### config.mk
export PLATFORM = sky130hd
export DESIGN_NAME = fft_peak_detect_flat
export DESIGN_NICKNAME = d
export VERILOG_FILES = /design/src/rtl/fft_peak_pkg.sv /design/src/rtl/fft_peak_if.sv /design/src/rtl/fft_mag_calc.sv /design/src/rtl/fft_peak_detect.sv /design/src/flat_wrapper.sv
export SDC_FILE = /design/constraint.sdc
export NUM_CORES = 2
export LEC_CHECK = 0
export ABC_AREA = 1
export CAP_MARGIN = 40
export CORE_MARGIN = 1
export CORE_UTILIZATION = 40
export DETAILED_ROUTE_END_ITERATION = 12
export SLEW_MARGIN = 20
export SYNTH_ARGS = -nofsm -noshare
export SYNTH_HDL_FRONTEND = slang
export SYNTH_SLANG_ARGS = --single-unit
export TNS_END_PERCENT = 5
### constraint.sdc
create_clock -name clk -period 8.58 [get_ports clk]
set_clock_uncertainty 0.2 [all_clocks]
set_input_delay 1.287 -clock clk [delete_from_list [all_inputs] [get_ports clk]]
set_output_delay 1.287 -clock clk [all_outputs]
set_load 0.01 [all_outputs]
### src/rtl/fft_peak_pkg.sv
// rtl/fft_peak_pkg.sv - shared widths, defaults and state type for the FFT peak detector
package fft_peak_pkg;

   localparam int DEF_FFT_LEN = 8192;
   localparam int DEF_BIN_W   = 13;
   localparam int DEF_DATA_W  = 16;
   localparam int EXP_W       = 6;

   typedef enum logic {IDLE, FRAME} state_t;

   function automatic int mag_w(input int data_w);
      return 2 * data_w + 1;
   endfunction

endpackage

### src/rtl/fft_peak_if.sv
// rtl/fft_peak_if.sv - FFT source stream and peak result bundle
interface fft_peak_if #(
   parameter int DATA_W = fft_peak_pkg::DEF_DATA_W,
   parameter int BIN_W  = fft_peak_pkg::DEF_BIN_W
);
   localparam int MAG_W = fft_peak_pkg::mag_w(DATA_W);
   localparam int EXP_W = fft_peak_pkg::EXP_W;

   logic                     source_valid;
   logic                     source_ready;
   logic                     source_sop;
   logic                     source_eop;
   logic signed [DATA_W-1:0] source_real;
   logic signed [DATA_W-1:0] source_imag;
   logic signed [EXP_W-1:0]  source_exp;
   logic                     peak_valid;
   logic                     peak_found;
   logic [BIN_W-1:0]         peak_bin;
   logic [MAG_W-1:0]         peak_mag;
   logic [EXP_W-1:0]         peak_exp;
   logic                     frame_err;

   modport master (
      output source_valid, source_sop, source_eop, source_real, source_imag, source_exp,
      input  source_ready, peak_valid, peak_found, peak_bin, peak_mag, peak_exp, frame_err
   );

   modport slave (
      input  source_valid, source_sop, source_eop, source_real, source_imag, source_exp,
      output source_ready, peak_valid, peak_found, peak_bin, peak_mag, peak_exp, frame_err
   );

endinterface

### src/rtl/fft_mag_calc.sv
// rtl/fft_mag_calc.sv - two-stage bin magnitude pipeline; FFT_PEAK_MAG_APPROX_EN selects alpha-max-beta-min
module fft_mag_calc
   import fft_peak_pkg::*;
#(
   parameter int DATA_W = DEF_DATA_W,
   parameter int BIN_W  = DEF_BIN_W
) (
   input  logic                     clk,
   input  logic                     reset,
   input  logic                     in_valid,
   input  logic signed [DATA_W-1:0] in_real,
   input  logic signed [DATA_W-1:0] in_imag,
   input  logic [BIN_W-1:0]         in_bin,
   input  logic                     in_elig,
   input  logic                     in_last,
   output logic                     out_valid,
   output logic [2*DATA_W:0]        out_mag,
   output logic [BIN_W-1:0]         out_bin,
   output logic                     out_elig,
   output logic                     out_last
);
   localparam int SQ_W  = 2 * DATA_W;
   localparam int MAG_W = mag_w(DATA_W);

   logic             s1_valid, s1_elig, s1_last;
   logic [BIN_W-1:0] s1_bin;
   logic [SQ_W-1:0]  s1_a, s1_b, a_nx, b_nx;
   logic [MAG_W-1:0] mag_nx;

`ifdef FFT_PEAK_MAG_APPROX_EN
   // The most negative input has no positive twin, so clamp it.
   function automatic logic [DATA_W-1:0] abs_sat(input logic signed [DATA_W-1:0] v);
      if (v == {1'b1, {(DATA_W-1){1'b0}}})
         return {1'b0, {(DATA_W-1){1'b1}}};
      else if (v[DATA_W-1])
         return -v;
      else
         return v;
   endfunction

   logic [SQ_W-1:0] hi, lo;

   always_comb begin
      a_nx = {{DATA_W{1'b0}}, abs_sat(in_real)};
      b_nx = {{DATA_W{1'b0}}, abs_sat(in_imag)};
   end

   always_comb begin
      hi = s1_a;
      lo = s1_b;
      if (s1_b > s1_a) begin
         hi = s1_b;
         lo = s1_a;
      end
      mag_nx = MAG_W'(hi + (lo >> 1));
   end
`else
   logic signed [SQ_W-1:0] sq_re, sq_im;

   always_comb begin
      sq_re = SQ_W'(in_real) * SQ_W'(in_real);
      sq_im = SQ_W'(in_imag) * SQ_W'(in_imag);
      a_nx  = $unsigned(sq_re);
      b_nx  = $unsigned(sq_im);
   end

   always_comb begin
      mag_nx = {1'b0, s1_a} + {1'b0, s1_b};
   end
`endif

   always_ff @(posedge clk) begin
      if (reset) begin
         s1_valid  <= 1'b0;
         s1_elig   <= 1'b0;
         s1_last   <= 1'b0;
         s1_bin    <= '0;
         s1_a      <= '0;
         s1_b      <= '0;
         out_valid <= 1'b0;
         out_elig  <= 1'b0;
         out_last  <= 1'b0;
         out_bin   <= '0;
         out_mag   <= '0;
      end else begin
         s1_valid  <= in_valid;
         s1_elig   <= in_elig;
         s1_last   <= in_last;
         s1_bin    <= in_bin;
         s1_a      <= a_nx;
         s1_b      <= b_nx;
         out_valid <= s1_valid;
         out_elig  <= s1_elig;
         out_last  <= s1_last;
         out_bin   <= s1_bin;
         out_mag   <= mag_nx;
      end
   end

endmodule

### src/rtl/fft_peak_detect.sv
// rtl/fft_peak_detect.sv - frames the FFT output stream and reports the strongest positive-frequency bin
// Magnitude mode follows FFT_PEAK_MAG_APPROX_EN inside fft_mag_calc.
module fft_peak_detect
   import fft_peak_pkg::*;
#(
   parameter int     FFT_LEN    = DEF_FFT_LEN,
   parameter int     BIN_W      = DEF_BIN_W,
   parameter int     DATA_W     = DEF_DATA_W,
   parameter int     MIN_BIN    = 1,
   parameter longint MAG_THRESH = 0
) (
   input logic       clk,
   input logic       reset,
   fft_peak_if.slave bus
);
   localparam int               MAG_W     = mag_w(DATA_W);
   localparam logic [BIN_W-1:0] LAST_BIN  = BIN_W'(FFT_LEN - 1);
   localparam logic [BIN_W-1:0] HALF_LAST = BIN_W'(FFT_LEN / 2 - 1);
   localparam logic [BIN_W-1:0] MIN_B     = BIN_W'(MIN_BIN);
   localparam logic [MAG_W-1:0] THRESH    = MAG_W'(MAG_THRESH);

   state_t           state, state_nx;
   logic [BIN_W-1:0] bin_cnt, bin_cnt_nx, push_bin;
   logic             ready_q, beat, push, push_elig, push_last, err_nx;
   logic [EXP_W-1:0] exp_q;

   logic             m_valid, m_elig, m_last;
   logic [BIN_W-1:0] m_bin, max_bin, base_bin;
   logic [MAG_W-1:0] m_mag, max_mag, base_mag;
   logic [MAG_W:0]   thr_diff;
   logic             done_q, found;

   assign bus.source_ready = ready_q;
   assign beat             = bus.source_valid && ready_q;
   assign push_elig        = (push_bin >= MIN_B) && (push_bin <= HALF_LAST);

   // bin_cnt holds the index of the beat currently being accepted.
   always_comb begin
      state_nx   = state;
      bin_cnt_nx = bin_cnt;
      push       = 1'b0;
      push_bin   = bin_cnt;
      push_last  = 1'b0;
      err_nx     = 1'b0;
      if (beat) begin
         unique case (state)
            IDLE: begin
               if (bus.source_sop) begin
                  push     = 1'b1;
                  push_bin = '0;
                  if (bus.source_eop) begin
                     err_nx = 1'b1;
                  end else begin
                     state_nx   = FRAME;
                     bin_cnt_nx = BIN_W'(1);
                  end
               end
            end
            FRAME: begin
               push = 1'b1;
               if (bus.source_sop && bus.source_eop) begin
                  push_bin = '0;
                  err_nx   = 1'b1;
                  state_nx = IDLE;
               end else if (bus.source_sop) begin
                  push_bin   = '0;
                  err_nx     = 1'b1;
                  bin_cnt_nx = BIN_W'(1);
               end else if (bus.source_eop) begin
                  state_nx = IDLE;
                  if (bin_cnt == LAST_BIN)
                     push_last = 1'b1;
                  else
                     err_nx = 1'b1;
               end else if (bin_cnt == LAST_BIN) begin
                  err_nx   = 1'b1;
                  state_nx = IDLE;
               end else begin
                  bin_cnt_nx = bin_cnt + 1'b1;
               end
            end
         endcase
      end
   end

   always_ff @(posedge clk) begin
      if (reset) begin
         state         <= IDLE;
         bin_cnt       <= '0;
         ready_q       <= 1'b0;
         exp_q         <= '0;
         bus.frame_err <= 1'b0;
      end else begin
         state         <= state_nx;
         bin_cnt       <= bin_cnt_nx;
         ready_q       <= 1'b1;
         bus.frame_err <= err_nx;
         if (push_last)
            exp_q <= bus.source_exp;
      end
   end

   fft_mag_calc #(.DATA_W(DATA_W), .BIN_W(BIN_W)) u_mag (
      .clk      (clk),
      .reset    (reset),
      .in_valid (push),
      .in_real  (bus.source_real),
      .in_imag  (bus.source_imag),
      .in_bin   (push_bin),
      .in_elig  (push_elig),
      .in_last  (push_last),
      .out_valid(m_valid),
      .out_mag  (m_mag),
      .out_bin  (m_bin),
      .out_elig (m_elig),
      .out_last (m_last)
   );

   // Every frame starts at bin 0, so bin 0 reaching the tracker marks a frame boundary.
   always_comb begin
      base_mag = max_mag;
      base_bin = max_bin;
      if (m_bin == '0) begin
         base_mag = '0;
         base_bin = MIN_B;
      end
      thr_diff = {1'b0, max_mag} - {1'b0, THRESH};
      found    = (max_mag != '0) && !thr_diff[MAG_W];
   end

   always_ff @(posedge clk) begin
      if (reset) begin
         max_mag        <= '0;
         max_bin        <= MIN_B;
         done_q         <= 1'b0;
         bus.peak_valid <= 1'b0;
         bus.peak_found <= 1'b0;
         bus.peak_bin   <= '0;
         bus.peak_mag   <= '0;
         bus.peak_exp   <= '0;
      end else begin
         done_q         <= m_valid && m_last;
         bus.peak_valid <= done_q;
         if (m_valid) begin
            if (m_elig && (m_mag > base_mag)) begin
               max_mag <= m_mag;
               max_bin <= m_bin;
            end else begin
               max_mag <= base_mag;
               max_bin <= base_bin;
            end
         end
         if (done_q) begin
            bus.peak_found <= found;
            bus.peak_bin   <= found ? max_bin : '0;
            bus.peak_mag   <= found ? max_mag : '0;
            bus.peak_exp   <= exp_q;
         end
      end
   end

endmodule
### src/flat_wrapper.sv
// flat-port wrapper written by rule: the top's interface ports become plain ports
module fft_peak_detect_flat import fft_peak_pkg::*;
#(
   parameter int     FFT_LEN    = DEF_FFT_LEN,
   parameter int     BIN_W      = DEF_BIN_W,
   parameter int     DATA_W     = DEF_DATA_W,
   parameter int     MIN_BIN    = 1,
   parameter longint MAG_THRESH = 0
)
  (clk, reset, bus_source_valid, bus_source_sop, bus_source_eop, bus_source_real, bus_source_imag, bus_source_exp, bus_source_ready, bus_peak_valid, bus_peak_found, bus_peak_bin, bus_peak_mag, bus_peak_exp, bus_frame_err);
  fft_peak_if #(.DATA_W(DATA_W), .BIN_W(BIN_W)) bus_i ();
  input logic clk;
  input logic reset;
  input wire logic [$bits(bus_i.source_valid)-1:0] bus_source_valid;
  input wire logic [$bits(bus_i.source_sop)-1:0] bus_source_sop;
  input wire logic [$bits(bus_i.source_eop)-1:0] bus_source_eop;
  input wire logic [$bits(bus_i.source_real)-1:0] bus_source_real;
  input wire logic [$bits(bus_i.source_imag)-1:0] bus_source_imag;
  input wire logic [$bits(bus_i.source_exp)-1:0] bus_source_exp;
  output wire logic [$bits(bus_i.source_ready)-1:0] bus_source_ready;
  output wire logic [$bits(bus_i.peak_valid)-1:0] bus_peak_valid;
  output wire logic [$bits(bus_i.peak_found)-1:0] bus_peak_found;
  output wire logic [$bits(bus_i.peak_bin)-1:0] bus_peak_bin;
  output wire logic [$bits(bus_i.peak_mag)-1:0] bus_peak_mag;
  output wire logic [$bits(bus_i.peak_exp)-1:0] bus_peak_exp;
  output wire logic [$bits(bus_i.frame_err)-1:0] bus_frame_err;
  assign bus_i.source_valid = bus_source_valid;
  assign bus_i.source_sop = bus_source_sop;
  assign bus_i.source_eop = bus_source_eop;
  assign bus_i.source_real = bus_source_real;
  assign bus_i.source_imag = bus_source_imag;
  assign bus_i.source_exp = bus_source_exp;
  assign bus_source_ready = bus_i.source_ready;
  assign bus_peak_valid = bus_i.peak_valid;
  assign bus_peak_found = bus_i.peak_found;
  assign bus_peak_bin = bus_i.peak_bin;
  assign bus_peak_mag = bus_i.peak_mag;
  assign bus_peak_exp = bus_i.peak_exp;
  assign bus_frame_err = bus_i.frame_err;
  fft_peak_detect #(.FFT_LEN(FFT_LEN), .BIN_W(BIN_W), .DATA_W(DATA_W), .MIN_BIN(MIN_BIN), .MAG_THRESH(MAG_THRESH)) u_core (.clk(clk), .reset(reset), .bus(bus_i));
endmodule
==> impl_metrics.tcl <==
set metrics [dict create \
    run_status "finished with violations" \
    violations "design-rule violations" \
    grt_pass1_wl_um 119000 \
    cts.reportedPaths.clkPinSlew_ps 60 \
    htreeDepth 1 \
    use_met1_pct 27.1 \
    final.period_utilization_pct 87.0 \
    layout_min_cycle_time_ps 7460 \
    timing.final.hold_violations 0 \
    wl_per_cell_um 14.7 \
    vias_per_cell 4.82 \
    initial_utilization_pct 40.4 \
    clock_sinks 250 \
    final_cell_mix "inv_1 (900), nand2_1 (748), fa_1 (466), nor2_1 (267), a21oi_1 (262)" \
    synth_ff_type "dfxtp_1" \
    slew_violations 0 \
    synth.distinct_cells 51 \
    yosysTopAreaCellShare_pct 31.6 \
    dr.pass1.iters 11 \
    drc 35 \
    maxCapViolations 0 \
    fin_cells 4804 \
    overflow 0 \
    antenna_cells 0 \
    crit_type "primary input to flop" \
    synth_edf_count 0 \
    critPathCaptureType "flop" \
    cp.arrival_ps 7740 \
    ant_nets 0 \
    grt_usage_pct 19.5 \
    hpwl_um 58700 \
    syn-mean-instance-area_um2 7.80 \
    yosys.area.top_type "fa_1" \
    antenna_found_initial 0 \
    grt_max_degree 66 \
    io_pins 99 \
    fmax_mhz 134 \
    cts_resized 0 \
    rsz0062_at_grt "no" \
    coreArea_um2 73100 \
    vias 23100 \
    critical_path.max_fanout 10 \
    hold_path.class "flop to flop" \
    yosys_warnings 0 \
    syn_inst 3791 \
    drt_iter0_drc 1374 \
    clockBufferDepth 3 \
    worstSetupStartpointType "primary input" \
    numCtsBuffers 28 \
    final_common_cell "inv_1" \
    syn_to_final_growth_pct 10.1 \
    dp_cells 4751 \
    cp.required_ps 8860 \
    synth_area_um2 29600 \
    postCtsSetupRepairBufs 0 \
    setup_slack_ps 1120 \
    clk_latency_ps 580 \
    gp_congestion 0.896 \
    top_usage_layer "met2" \
    port_buffers 98 \
    die_area_um2 75000 \
    slew_headroom_pct 45.8 \
    cts-root-buf "clkbuf_16" \
    cts_tree "done" \
    grt_pass1_vias 23600 \
    die_h_um 274 \
    synth.net_count 4540 \
    row_count 99 \
    yosys-top-cells-area "fa_1 (32%), dfxtp_1 (17%), inv_1 (11%)" \
    cts_hold_buffers 0 \
    die_w_um 274 \
    routed_wl_um 70400 \
    setup_tns_ps 0 \
    use_met3_pct 1.56 \
    async_flop_share_pct 0 \
    dpl_worst_slack_ps 639 \
    fin_nets 4572 \
    yosys_register_bits 250 \
    worstMarginPinSlew_ps 814 \
    grt_util_met2_pct 33.4 \
    finalSetupViolCount 0 \
    drive_gt1_share_pct 3.17 \
    ys_seq_area_share_pct 16.9 \
]
registers in the layout (all words and copies together), names as in the netlist, 6 cells and up:
signal                cells
u_core.u_mag.out_bin     13
u_core.exp_q              6
u_core.u_mag.out_mag     33
u_core.max_mag           33
u_core.u_mag.s1_bin      13
u_core.bus.peak_bin      13
u_core.bus.peak_mag      33
u_core.u_mag.s1_a        31
u_core.max_bin           13
u_core.bus.peak_exp       6
u_core.u_mag.s1_b        31
u_core.bin_cnt           13
final timing paths:
path | cells past startpoint | to | from | slack, ps
setup / recovery | 24 | u_core.u_mag.s1_a[25] | bus_source_real[7] | 1120
hold reg to reg | 2 | u_core.u_mag.out_bin[11] | u_core.u_mag.s1_bin[11] | 200
hold / removal | 2 | u_core.u_mag.out_bin[11] | u_core.u_mag.s1_bin[11] | 200
setup reg to reg | 21 | u_core.max_bin[1] | u_core.u_mag.out_bin[1] | 3960
cells in the mapped netlist (3+ instances only):
master,n
inv_1,901
nand2_1,748
fa_1,466
nor2_1,267
a21oi_1,262
dfxtp_1,250
ha_1,240
nand3_1,157
clkbuf_1,117
o21ai_0,114
nor3_1,34
nand4_1,30
o21a_1,21
xnor2_1,21
xor2_1,20
o21bai_1,16
a21o_1,15
nand3_2,11
nor4_1,11
buf_2,9
a21boi_0,7
nand3b_1,7
a31o_2,5
buf_6,5
o21ai_1,5
o221ai_1,5
a211oi_1,4
a31oi_1,4
clkinv_1,4
buf_1,3
inv_2,3
nand2_2,3
nor2_2,3
nor3b_1,3
routing by layer:
| layer | share of wire (%) | up-vias |
|---|---|---|
| li1 | - | 11500 |
| met1 | 47 | 11100 |
| met2 | 48 | 393 |
| met3 | 3.7 | 68 |
| met4 | 1.5 | 0 |
| met5 | 0 | - |
cell families after synthesis:
group | Yosys count | share of synthesized area, %
adders and majority gates | 706 | 41.7
xor gates and xnor gates | 41 | 1.21
DFF | 250 | 16.9
AOI/OAI and AO/OA | 470 | 8.79
buffers and inverters | 1043 | 13.4
and+or+nand+nor | 1281 | 17.9
critical path, stage by stage:
cell,delay [ps]
clkdlybuf4s50_1,850
inv_1,280
fa_1,580
inv_1,50
fa_1,510
inv_1,60
fa_1,530
inv_1,50
fa_1,450
fa_1,490
inv_1,50
fa_1,480
inv_1,50
ha_1,390
nand2_1,130
inv_1,100
nand2_1,80
nor3_1,440
nand4_1,240
nand3_1,270
nand2_1,80
nand2_1,80
a21oi_1,70
o21a_1,140
metrics by stage:
stage | utilization (%) | hold WS (ps) | area [µm²]
floorplan | - | 188 | 29600
global placement | 43.0 | 190 | 31400
detailed placement | 43.2 | 194 | 31500
CTS | 44.5 | 202 | 32500
global route | 44.5 | 209 | 32500
finish | 44.5 | 200 | 32500
layout make-up:
class | instances | area (µm²)
Clock inverter | 13 | 174
Tap cell | 959 | 1200
Timing Repair Buffer | 137 | 1360
Sequential cell | 250 | 5000
Inverter | 908 | 3410
Fill cell | 7409 | 40500
Multi-Input combinational cell | 2498 | 20600
Clock buffer | 39 | 812
Power is not shown: default switching activity piles up to over one toggle a cycle in this logic, so the estimate is an artifact.
